--- config.mk ---
export PLATFORM = sky130hd
export DESIGN_NAME = mac_out_writeback
export DESIGN_NICKNAME = d
export VERILOG_FILES = /design/src/rtl/mac_out_writeback.sv
export SDC_FILE = /design/constraint.sdc
export NUM_CORES = 1
export LEC_CHECK = 0
export ABC_AREA = 0
export CELL_PAD_IN_SITES_DETAIL_PLACEMENT = 1
export CELL_PAD_IN_SITES_GLOBAL_PLACEMENT = 1
export CORE_MARGIN = 2
export CORE_UTILIZATION = 34
export CTS_BUF_LIST = sky130_fd_sc_hd__clkbuf_16
export DETAILED_ROUTE_END_ITERATION = 8
export PLACE_DENSITY = 0.86
export SYNTH_ARGS = -nofsm -noshare
export SYNTH_HDL_FRONTEND = slang
export SYNTH_SLANG_ARGS = --single-unit
--- constraint.sdc ---
create_clock -name CLK -period 3.1 [get_ports CLK]
set_input_delay 0.62 -clock CLK [delete_from_list [all_inputs] [get_ports CLK]]
set_output_delay 0.62 -clock CLK [all_outputs]
set_load 0.01 [all_outputs]
--- src/rtl/mac_out_writeback.sv ---
// mac_out_writeback: commits finished MAC-array output rows into the 16 x 64-bit
// output memory, either overwriting the stored word or accumulating into it
// (read-add-write) for tiled products. Pulses DONE after the last row of a tile.
//
// Optional build macro: WB_SAT_EN
//   defined   -> accumulate path uses signed saturating per-lane adds
//   undefined -> accumulate path wraps modulo 2^DW per lane
//
// state  | meaning
// IDLE   | waiting for START, no tile in progress
// ARMED  | ROW_READY high, waiting for a row
// RD     | read request for the stored word (accumulate only)
// WAIT   | read data returns, lane-wise add into capture register
// WR     | write result, advance row counter
module mac_out_writeback #(
  parameter int DW    = 16,
  parameter int LANES = 4,
  parameter int AW    = 4
) (
  input  logic                CLK,
  input  logic                RSTN,
  input  logic                START,
  input  logic                ACC,
  input  logic                TILE_R,
  input  logic                TILE_C,
  input  logic [2:0]          NROWS,
  input  logic [LANES-1:0]    LANE_MASK,
  input  logic                ROW_VALID,
  output logic                ROW_READY,
  input  logic [DW*LANES-1:0] ROW_DATA,
  output logic                EN_O,
  output logic                RW_O,
  output logic [AW-1:0]       ADDR_O,
  output logic [DW*LANES-1:0] WDATA_O,
  input  logic [DW*LANES-1:0] RDATA_O,
  output logic                BUSY,
  output logic                DONE
);

  localparam logic [2:0] S_IDLE  = 3'd0;
  localparam logic [2:0] S_ARMED = 3'd1;
  localparam logic [2:0] S_RD    = 3'd2;
  localparam logic [2:0] S_WAIT  = 3'd3;
  localparam logic [2:0] S_WR    = 3'd4;

  logic [2:0]          state;
  logic                acc_q;
  logic                tile_r_q;
  logic                tile_c_q;
  logic [1:0]          last_row_q;
  logic [LANES-1:0]    mask_q;
  logic [1:0]          row_cnt;
  logic [DW*LANES-1:0] cap;
  logic                done_q;
  logic [DW*LANES-1:0] row_masked;
  logic [DW*LANES-1:0] sum_row;
  logic [DW:0]         lane_sum;

  // Mask bits line up with the row word: mask bit j gates bits [j*DW +: DW],
  // so the MSB of the mask covers lane 0 in the top slice.
  always_comb begin
    row_masked = '0;
    for (int j = 0; j < LANES; j++) begin
      row_masked[j*DW +: DW] = mask_q[j] ? ROW_DATA[j*DW +: DW] : '0;
    end
  end

  // Lane-wise add of the captured row and the returned stored word, no cross-lane carry.
  always_comb begin
    sum_row  = '0;
    lane_sum = '0;
    for (int j = 0; j < LANES; j++) begin
`ifdef WB_SAT_EN
      lane_sum = {cap[j*DW+DW-1], cap[j*DW +: DW]} + {RDATA_O[j*DW+DW-1], RDATA_O[j*DW +: DW]};
      if (lane_sum[DW] != lane_sum[DW-1]) begin
        sum_row[j*DW +: DW] = lane_sum[DW] ? {1'b1, {(DW-1){1'b0}}} : {1'b0, {(DW-1){1'b1}}};
      end else begin
        sum_row[j*DW +: DW] = lane_sum[DW-1:0];
      end
`else
      lane_sum = {1'b0, cap[j*DW +: DW]} + {1'b0, RDATA_O[j*DW +: DW]};
      sum_row[j*DW +: DW] = lane_sum[DW-1:0];
`endif
    end
  end

  // Sequencer: tile config latch, row capture, read-add-write and row counting.
  always_ff @(posedge CLK) begin
    if (RSTN) begin
      state      <= S_IDLE;
      acc_q      <= 1'b0;
      tile_r_q   <= 1'b0;
      tile_c_q   <= 1'b0;
      last_row_q <= 2'd0;
      mask_q     <= '0;
      row_cnt    <= 2'd0;
      cap        <= '0;
      done_q     <= 1'b0;
    end else begin
      done_q <= 1'b0;
      case (state)
        S_IDLE: begin
          if (START) begin
            acc_q      <= ACC;
            tile_r_q   <= TILE_R;
            tile_c_q   <= TILE_C;
            // 0 (and anything above 4) means a full 4-row tile
            last_row_q <= (NROWS > 3'd4) ? 2'd3 : (NROWS[1:0] - 2'd1);
            mask_q     <= LANE_MASK;
            row_cnt    <= 2'd0;
            state      <= S_ARMED;
          end
        end
        S_ARMED: begin
          if (ROW_VALID) begin
            cap   <= row_masked;
            state <= acc_q ? S_RD : S_WR;
          end
        end
        S_RD: state <= S_WAIT;
        S_WAIT: begin
          cap   <= sum_row;
          state <= S_WR;
        end
        S_WR: begin
          row_cnt <= row_cnt + 2'd1;
          if (row_cnt == last_row_q) begin
            done_q <= 1'b1;
            state  <= S_IDLE;
          end else begin
            state <= S_ARMED;
          end
        end
        default: state <= S_IDLE;
      endcase
    end
  end

  // Memory-side outputs decode straight from state so a reset drops them on the next edge.
  always_comb begin
    ROW_READY = (state == S_ARMED);
    EN_O      = (state == S_RD) || (state == S_WR);
    RW_O      = (state == S_WR);
    ADDR_O    = '0;
    if ((state == S_RD) || (state == S_WAIT) || (state == S_WR)) begin
      ADDR_O = {tile_r_q, row_cnt, tile_c_q};
    end
    WDATA_O   = (state == S_WR) ? cap : '0;
    BUSY      = (state != S_IDLE);
    DONE      = done_q;
  end

endmodule

* Word-level counts from Yosys, hierarchy flattened
Index checks and enable logic that the tools add are counted.
Operators by class: add/sub/neg operators 6, order comparisons 1, equality and inequality tests 7, mux-type cells 17, bitwise logic cells 1, reduce and logical (&&, ||, !) cells 12
Operators by type and width (count):
- $mux 64 | 2
- $pmux 64 s2 | 1
- $add 16x16->16 | 4
- $mux 16 | 4
- $pmux 3 s5 | 1
- $mux 3 | 3
- $reduce_and 2->1 | 4
- $eq 3x2->1 const B | 2
- $mux 2 | 2
- $mux 4 | 1
- $ne 2x2->1 const B | 2
- $pmux 2 s2 | 1
- $reduce_bool 2->1 | 2
- $eq 3x1->1 const B | 1
- $eq 3x3->1 const B | 1
- $gt 3x3->1 const B | 1
- $logic_not 3->1 | 1
- $logic_or 1x1->1 | 3
- $reduce_bool 3->1 | 1
- $add 2x1->2 const B | 1
- $eq 2x2->1 | 1
- $mux 1 | 2
- $reduce_or 2->1 | 1
- $sub 2x1->2 const B | 1
- $not 1->1 | 1
Storage, ports and cells: flip-flop bits (word level) 79, output and inout port bits 73, word-level logic and storage cells 53

* Longest topological paths before layout
depth in word-level cells 4, mapped depth 9

* Worst setup path after synthesis
OpenSTA, ideal clock, no wires.
path kind input port to flip-flop, start input port RDATA_O[48], end register cap[60], library setup time 0.115 ns, data arrival time 2.487 ns, slack 0.497 ns, stages on the path 8, buffers on the path 0, path through ha_1 > fa_1 > a21oi_2 > o211ai_2 > a31oi_4 > o221ai_2 > or4b_1 > and3_1
Between the ends: word-level cells in the longest chain between the ends 2
Ends and longest elaborated chain:
- from (decl) | line 35 | input logic [DW*LANES-1:0] RDATA_O,
- $add 16x16->16 | line 81 | lane_sum = {1'b0, cap[j*DW +: DW]} + {1'b0, RDATA_O[j*DW +: DW]};
- $pmux 64 s2 | line 101 | case (state)
- to (signal assigned) | line 116 | cap <= row_masked;
- to (signal assigned) | line 122 | cap <= sum_row;
- to (decl) | line 53 | logic [DW*LANES-1:0] cap;
Every way passes these cells. A chain may end at the register's enable or synchronous reset.

* Final worst setup path
start register state[2], end output port WDATA_O[34]
Between the ends: word-level cells in the longest chain between the ends 2
Ends and longest elaborated chain:
- from (decl) | line 46 | logic [2:0] state;
- from (signal assigned) | line 117 | state <= acc_q ? S_RD : S_WR;
- $eq 3x3->1 | line 148 | WDATA_O = (state == S_WR) ? cap : '0;
- $mux 64 | line 148
- to (decl) | line 34 | output logic [DW*LANES-1:0] WDATA_O,
Every way passes these cells.

==> results.ini <==
[run_status]
status=completed

[routing]
wl_per_cell_um=19.1
drtIter0Drc=266
wirelength_um=26200
vias=7633
firstDrtPassIters=4
drc=0
postRouteAntennaNets=0
via_per_inst=5.56

[floorplanning]
coreArea_um2=19700
die-area_um2=21300
num_rows=51
die_h_um=146
pin_count=215
initial_core_util_pct=34.9
dieWidth_um=146

[power]
power_density_nw_per_um2=327
peakVddDrop_mv=0.217
leakagePower_nw=3.75
power_mw=3.15

[clocking]
clock-sinks=79
cts_buffers=9
cts_tree=built
postCtsSetupBuffers=0
clk_latency_ns=0.35
clock_path_buffers=2
cts.hold.buffers_added=0
clk_pin_slew_ns=0.07
h-tree-depth=3
cts-root-buf=clkbuf_16

[place]
routabilityCongestion=0.870
post_dp_cell_area_um2=9330
hpwl_um=20200
port_buffers=214

[yosys]
syn_avg_cell_area_um2=7.58
yosysUniqueCellTypes=65
ys_ff_latch=79
netlist_instances=905
synth-edff-count=0
syn_nets=1112
async_reset_ff_share_pct=0
synth_area_um2=6860
synth_ff_type=dfxtp_1
seq_area_frac_synth_pct=23.0
yosys_warnings=0

[global_route]
grt_max_degree=59
grt-ovfl-total=0
grt_use_total_pct=24.6
grt_pass1_wl_um=42800
antenna_found_initial=4
grt_pass1_vias=8096

[worst_setup_path]
worst-path-max-fanout=31
crit_type=register to primary output
critical_path.endpoint_type=primary output
cp.required_ns=2.48
worstSetupStartpointType=register
arrival_ns=2.34

[sta]
hold_violations=0
maxSlewViolCount=0
fmax_mhz=338
tightest_slew_ns=0.695
rsz0062_at_grt=no
slew_headroom_pct=53.7
finalClockSkew_ns=0.00623
fin_crit_ns=2.96
holdWs_ns=0.459
tns_ns=0
fin_crit_sh_pct=95.3
setup_viol=0

[final_layout]
syn2layout_area_growth_pct=40.7
multi_input_area_um2=4950
layout_commonest_cell=clkdlybuf4s50_1
drive_gt1_share_pct=6.25
n_fill_cell=2448
nNetsFinal=1306
fin_area_um2=9660
postLayoutCoreUtil_pct=49.1
final_cell_mix=213 x clkdlybuf4s50_1, 94 x a21oi_1, 78 x dfxtp_1, 76 x nor2_1, 75 x nand2_1
regArea_um2=1580

[min_path]
hp-class=register to register

[job]
max_cap_violations=0

where the power goes:
group	switching, mW	internal [mW]	leakage (nW)
clock	0.489	0.708	0.150
sequential	0.0520	1.06	0.643
combinational	0.427	0.414	2.96
state kept, by name, summed over array words and instances (netlist names):
register and cells:
last_row_q 2, DONE 1, mask_q 4, tile_r_q 1, state 3, row_cnt 2
acc_q 1, cap 64, tile_c_q 1
path summary, 6_finish.rpt:
check / startpoint / end / slack (ns) / cells past startpoint
worst max-delay path: state[2] / WDATA_O[34] / 0.14 / 4
worst min-delay path: tile_c_q / tile_c_q / 0.46 / 2
worst max register to register: state[0] / cap[31] / 0.59 / 6
worst min register to register: tile_c_q / tile_c_q / 0.46 / 2
through the flow:
step,setup WS (ns),instances
3_5_place_dp,-0.0170,1353
4_1_cts,0.0920,1369
5_1_grt,0.0170,1372
6_report,0.144,1372
2_1_floorplan,0.497,905
3_3_place_gp,0.0204,1353
cells in the mapped netlist, drive strengths merged (16+ instances only):
cell	count	area share, %
a21oi	97	7.3
dfxtp	79	23
nor2	77	4.2
and2	75	6.8
nand2	75	4.1
ha	61	11
nand3	37	2.7
o21ai	37	2.7
xnor2	36	4.6
buf	33	2.4
nor3	30	2.2
clkbuf	25	1.4
inv	25	1.4
and3	18	1.7
a311oi	17	2.2
a221oi	16	2.0
layout make-up:
cell class | instances | area share [%]
diodes | 3 | 0.0778
clock buffers | 9 | 2.33
clock inverters | 7 | 0.998
inverters | 25 | 0.972
multi-input cells | 743 | 51.3
flip-flops and latches | 79 | 16.4
well taps | 265 | 3.43
repair buffers | 241 | 24.5
cell families (layout without fill, tap and decap cells):
| kind of cell | Yosys count | in the layout | synth area share, % |
|---|---|---|---|
| DFF | 79 | 79 | 23.0 |
| xor gates and xnor gates | 43 | 43 | 5.49 |
| and+or+nand+nor | 366 | 366 | 27.4 |
| other | 0 | 3 | 0 |
| buffers and inverters | 83 | 282 | 5.12 |
| AOI/OAI and AO/OA | 258 | 258 | 25.0 |
| muxes | 11 | 11 | 1.64 |
| adders and majority gates | 65 | 65 | 12.3 |
metal layers:
layer,global-route usage [%],part of all wire (%),vias to the layer above
met3,4.84,5.6,36
met4,7.62,2.0,2
met1,31.5,45,3677
met2,41.8,48,233
met5,0,0.050,-
li1,-,-,3685
critical path, cell delays in order (launching register included):
cell and delay (ns):
dfxtp_1 0.53, nor3b_2 0.35, buf_4 0.36, and2_1 0.18, clkdlybuf4s50_1 0.56
timing repair:
action                                 in CTS  in global routing
endpoints found under the hold margin       0                  0
setup endpoints to repair                   0                  4
gates resized for setup                     0                  1
Power figures use the tool's default switching activity.
==> patch 1: new RTL, same settings <==
The parameter `LANES` goes from 4 to 8.
--- a/src/rtl/mac_out_writeback.sv
+++ b/src/rtl/mac_out_writeback.sv
@@ -15,5 +15,5 @@
 module mac_out_writeback #(
   parameter int DW    = 16,
-  parameter int LANES = 4,
+  parameter int LANES = 8,
   parameter int AW    = 4
 ) (
Interface: changed (resized LANE_MASK, RDATA_O, ROW_DATA and WDATA_O); port bits go from 215 to 411. No check against the original RTL was run, so the function may have changed too.
==> patch 1 against the unedited design <==
Area after synthesis grew 89%. Critical path depth stayed put. Highest routed layer unchanged. Non-clock buffer count rose by 201. Final area up 89%. Total power grew 95%. Worst setup slack worse by 30 ps. Count of clock-buffer cells in the layout up 8. Sequential cell count up 68. Routed wire length up 120%. Cell count grew 88%.
==> patch 1: results (changes against the unedited design) <==
----------------------------------------------------
[Finish]
  Register area ... 2950 µm² (+86%)
  Post-layout net count ... 2444 (+87%)
  Clock buf/inv share ... 3.12% (-0.21 points)
  Plain + repair buffers ... 442 (+83%)
  Multi-input combinational area share ... 51.8% (+0.53 points)
  Share of the final layout cell area in sequential cells ... 16.2% (-0.22 points)
  Non-Clock Buffer Area Fraction ... 24.6% (+0.061 points)
  Antenna diode instance count ... 19 (+16)
  Fill cell count ... 4623 (+89%)
  Final-layout clock buffer total ... 17 (+8)
  Number of non-clock inverters in the layout ... 27 (+8.0%)

[Synth]
  Number of distinct standard cells referenced by the synthesized netlist ... 82 (+26%)
  Top area cells in the synthesized netlist ... dfxtp_1 (23%), ha_1 (12%), and3_1 (8.5%)
  Post-Syn Area per Cell ... 7.65 µm² (+0.84%)
  Number of nets produced by synthesis ... 2100 (+89%)

[Critical path]
  Register-to-register setup slack ... 720 ps (+130 ps)
  CP Max Fanout ... 44 (+42%)
  Arrival time of data at the critical path endpoint ... 2370 ps (+30 ps)
  Peak per-stage delay on the critical path ... 630 ps (+70 ps)

[Global route]
  Maximum number of pins on one net before global-route repair ... 88 (+49%)
  Number of global-route vias before repair ... 15700 (+94%)
  Antenna violations before repair ... 26 (+22)
  Wire length of the first global-routing pass ... 87.0 mm (+100%)

[STA]
  Relative slew slack ... 55.6% (+1.9 points)
  Post-route worst hold slack ... 466 ps (+6.85 ps)
  Clk_skew ... 10.6 ps (+4.36 ps)
  Post-layout worst setup margin ... 114 ps (-29.9 ps)

[Route]
  WL per Instance ... 22.2 µm (+16%)
  Vias post-DR ... 15100 (+97%)
  Initial detailed-routing violation count ... 797 (+200%)

[Pwr]
  VDD IR-drop max ... 0.404 mV (+86%)
  Leak pwr ... 7.71 nW (+110%)
  Combinational fraction of design power ... 30.9% (+4.2 points)
  Switching power share of the total ... 34.0% (+3.3 points)
  Power consumption ... 0.00614 W (+95%)
  Power in the clock group ... 0.00214 W (+78%)

[Placement]
  Post-Place Setup Slack ... 1.09 ps (+18.1 ps)
  Number of I/O port buffers ... 410 (+92%)
  Instance count after placement with tap cells included ... 2533 (+87%)
  RePlAce Congestion ... 0.878 (+1.0%)
  Post-detail-place hpwl ... 42.4 mm (+110%)
  Placed inst area ... 17600 µm² (+89%)

[CTS]
  Total number of H-tree levels ... 4 (+1)
  TritonCTS sink count ... 147 (+86%)

[Run status]
  Outcome ... finished clean

----------------------------------------------------
patch 1: logic make-up after synthesis:
group	after synthesis	synth area share (%)
adders and majority gates	129	12.9
muxes	8	0.627
xor gates and xnor gates	84	5.67
AOI/OAI and AO/OA	520	27.2
and+or+nand+nor	665	26.3
buffers and inverters	144	4.69
DFF	147	22.7
patch 1: final timing paths:
path                 start          end  depth (start not counted)
setup / recovery  state[0]  WDATA_O[96]                          4
hold / removal    tile_r_q     tile_r_q                          2
setup reg to reg  cap[112]     cap[124]                          9
hold reg to reg   tile_r_q     tile_r_q                          2
patch 1: worst max-delay path: cells and delay by family (launching register included):
family | cells | cell delay, ps
buf+inv | 2 | 950
simple gates | 2 | 510
flops | 1 | 440
patch 1: layer usage:
layer,vias to the layer above,wire (µm),GRT usage (%)
met5,-,92,0
met4,12,1680,11.3
met3,96,4110,7.11
met2,464,26800,46.4
met1,7415,24500,34.6
li1,7087,-,-
==> patch 2: new RTL, same settings <==
Made on the original files. Reset style: asynchronous (`RSTN`), changed in one clocked block.
--- a/src/rtl/mac_out_writeback.sv
+++ b/src/rtl/mac_out_writeback.sv
@@ -86,5 +86,5 @@
 
   // Sequencer: tile config latch, row capture, read-add-write and row counting.
-  always_ff @(posedge CLK) begin
+  always_ff @(posedge CLK or posedge RSTN) begin
     if (RSTN) begin
       state      <= S_IDLE;
Behaviour: differs if RSTN is asserted again (counterexample within 4 cycles, from zero or initial values and one cycle with RSTN high); with RSTN held inactive, the same outputs for 4 cycles.
==> patch 2 against the unedited design <==
Global-route usage down 0.74 points. Worst setup slack better by 68 ps. Non-clock buffer count down 2. Count of clock-buffer cells in the layout unchanged. Sequential cell count unchanged. Final area about the same. Maximum frequency up 2.4%. Cell count down 4.9%. Area after synthesis down 0.31%. Routed wire length down 2.1%. Critical endpoint is now ADDR_O[2]. Sequential share of layout area up 4.1 points. First-iteration DRC count down 1.1%.
Power is not compared: it rests on default switching activity, and its combinational part moved more than twofold at a synthesized area within 25%.
==> patch 2: results (changes against the unedited design) <==
----------------------------------------------------
[Finish]
  Register area ... 1980 µm² (+25%)
  Flip-flop and latch count ... 79 (unchanged)
  Antenna diode instance count ... 2 (-1)
  Fill cell count ... 2346 (-4.2%)
  Layout Area Growth over Synthesis ... 41.1%
  Non-Clock Buffer Area Fraction ... 24.5% (+0.029 points)
  Share of final-layout standard cells stronger than drive strength 1 ... 6.36% (+0.11 points)
  Plain + repair buffers ... 239 (-0.83%)
  Multi-input combinational area share ... 47.6% (-3.7 points)
  Post-layout net count ... 1240 (-5.1%)
  Number of multi-input combinational cells ... 681 (-8.3%)

[Critical path]
  Cell at the slowest stage of the critical path ... dfrtp_2
  Number of cells traversed by the worst register-to-register path ... 9 (+3)
  Start point of the critical path ... state[2]
  Capture point of the critical path ... ADDR_O[2]
  Startpoint of the most critical register-to-register path ... cap[48]
  Register-to-register setup slack ... 510 ps (-80 ps)
  Reg-to-Reg End ... cap[56]
  CP Max Fanout ... 24 (-23%)

[Synth]
  Commonest cells in the netlist ... dfrtp_1 (79), and3_1 (76), nor2_1 (75), nand2_1 (66), ha_1 (61)
  Commonest register cell after synthesis ... dfrtp_1
  Number of distinct standard cells referenced by the synthesized netlist ... 60 (-7.7%)
  Top area cells in the synthesized netlist ... dfrtp_1 (29%), ha_1 (11%), and3_1 (7.0%)
  Proportion of register bits with asynchronous set or reset after synthesis ... 100% (+100 points)
  Xor/xnor share of the synthesized area ... 6.66% (+1.2 points)
  Post-synthesis adder-cell area fraction ... 12.3% (+0.038 points)
  Number of instances in the synthesized netlist ... 833 (-8.0%)
  Share of the synthesized area in compound gates (AO/OA/AOI/OAI) ... 25.7% (+0.64 points)
  Number of nets produced by synthesis ... 1040 (-6.5%)

[Global route]
  Met3 layer usage reported by global route ... 3.76% (-1.1 points)
  Maximum number of pins on one net before global-route repair ... 49 (-17%)
  Routing usage on met1 ... 30.6% (-0.93 points)
  All-layer global routing usage ... 23.9% (-0.74 points)
  Number of global-route vias before repair ... 7867 (-2.8%)
  Antenna violations before repair ... 2 (-2)
  Routing usage on met2 ... 41.1% (-0.68 points)

[Route]
  Met1 wire length ... 11.5 mm (-1.8%)
  WL per Instance ... 19.7 µm (+2.9%)
  Vias post-DR ... 7212 (-5.5%)
  Met2 WL post-DR ... 12.4 mm (-0.36%)
  Initial detailed-routing violation count ... 263 (-1.1%)
  Met3 wire len ... 1.15 mm (-21%)
  Max layer used ... met4
  Vias per Instance ... 5.53 (-0.66%)

[Pwr]
  Reg power frac ... a little under a quarter

[Placement]
  Placed inst area ... 9360 µm² (+0.36%)
  RePlAce Congestion ... 0.865 (-0.49%)
  Post-Place Setup Slack ... -122 ps (-105 ps)
  Instance count after placement with tap cells included ... 1287 (-4.9%)
  Post-detail-place hpwl ... 19.5 mm (-3.7%)

[STA]
  Clk_skew ... 10.7 ps (+4.47 ps)
  Post-route worst hold slack ... 507 ps (+47.6 ps)
  Post-layout worst setup margin ... 212 ps (+68.2 ps)
  Relative slew slack ... 56.7% (+3.0 points)

[Run status]
  Outcome ... finished clean

----------------------------------------------------
-- patch 2: cell types whose count changed in the layout (fill, tap and decap cells not counted), sizes merged, moves of 11 or more --
cell,change
a21o,+18
a21oi,-38
a221oi,-11
a311oi,-17
a31oi,+30
and2,-66
and3,+58
dfrtp,+79
dfxtp,-79
nor3,-21
o21ai,+30
xor2,+18
-- patch 2: worst min-delay path by stage --
| stage | startpoint | cells past startpoint | end |
|---|---|---|---|
| 6_report | tile_r_q | 1 | tile_r_q |
| 5_1_grt | tile_r_q | 1 | tile_r_q |
| 4_1_cts | tile_r_q | 1 | tile_r_q |
| 3_5_place_dp | tile_r_q | 1 | tile_r_q |
| 3_3_place_gp | tile_r_q | 1 | tile_r_q |
| 2_1_floorplan | cap[55] | 2 | cap[55] |
-- patch 2: critical path: cells and delay by family (launching register included) --
family | cells | cell delay (ps)
AO/OA/AOI/OAI | 1 | 170
buffers and inverters | 1 | 530
flip-flops | 1 | 550
AND/OR/NAND/NOR | 3 | 680
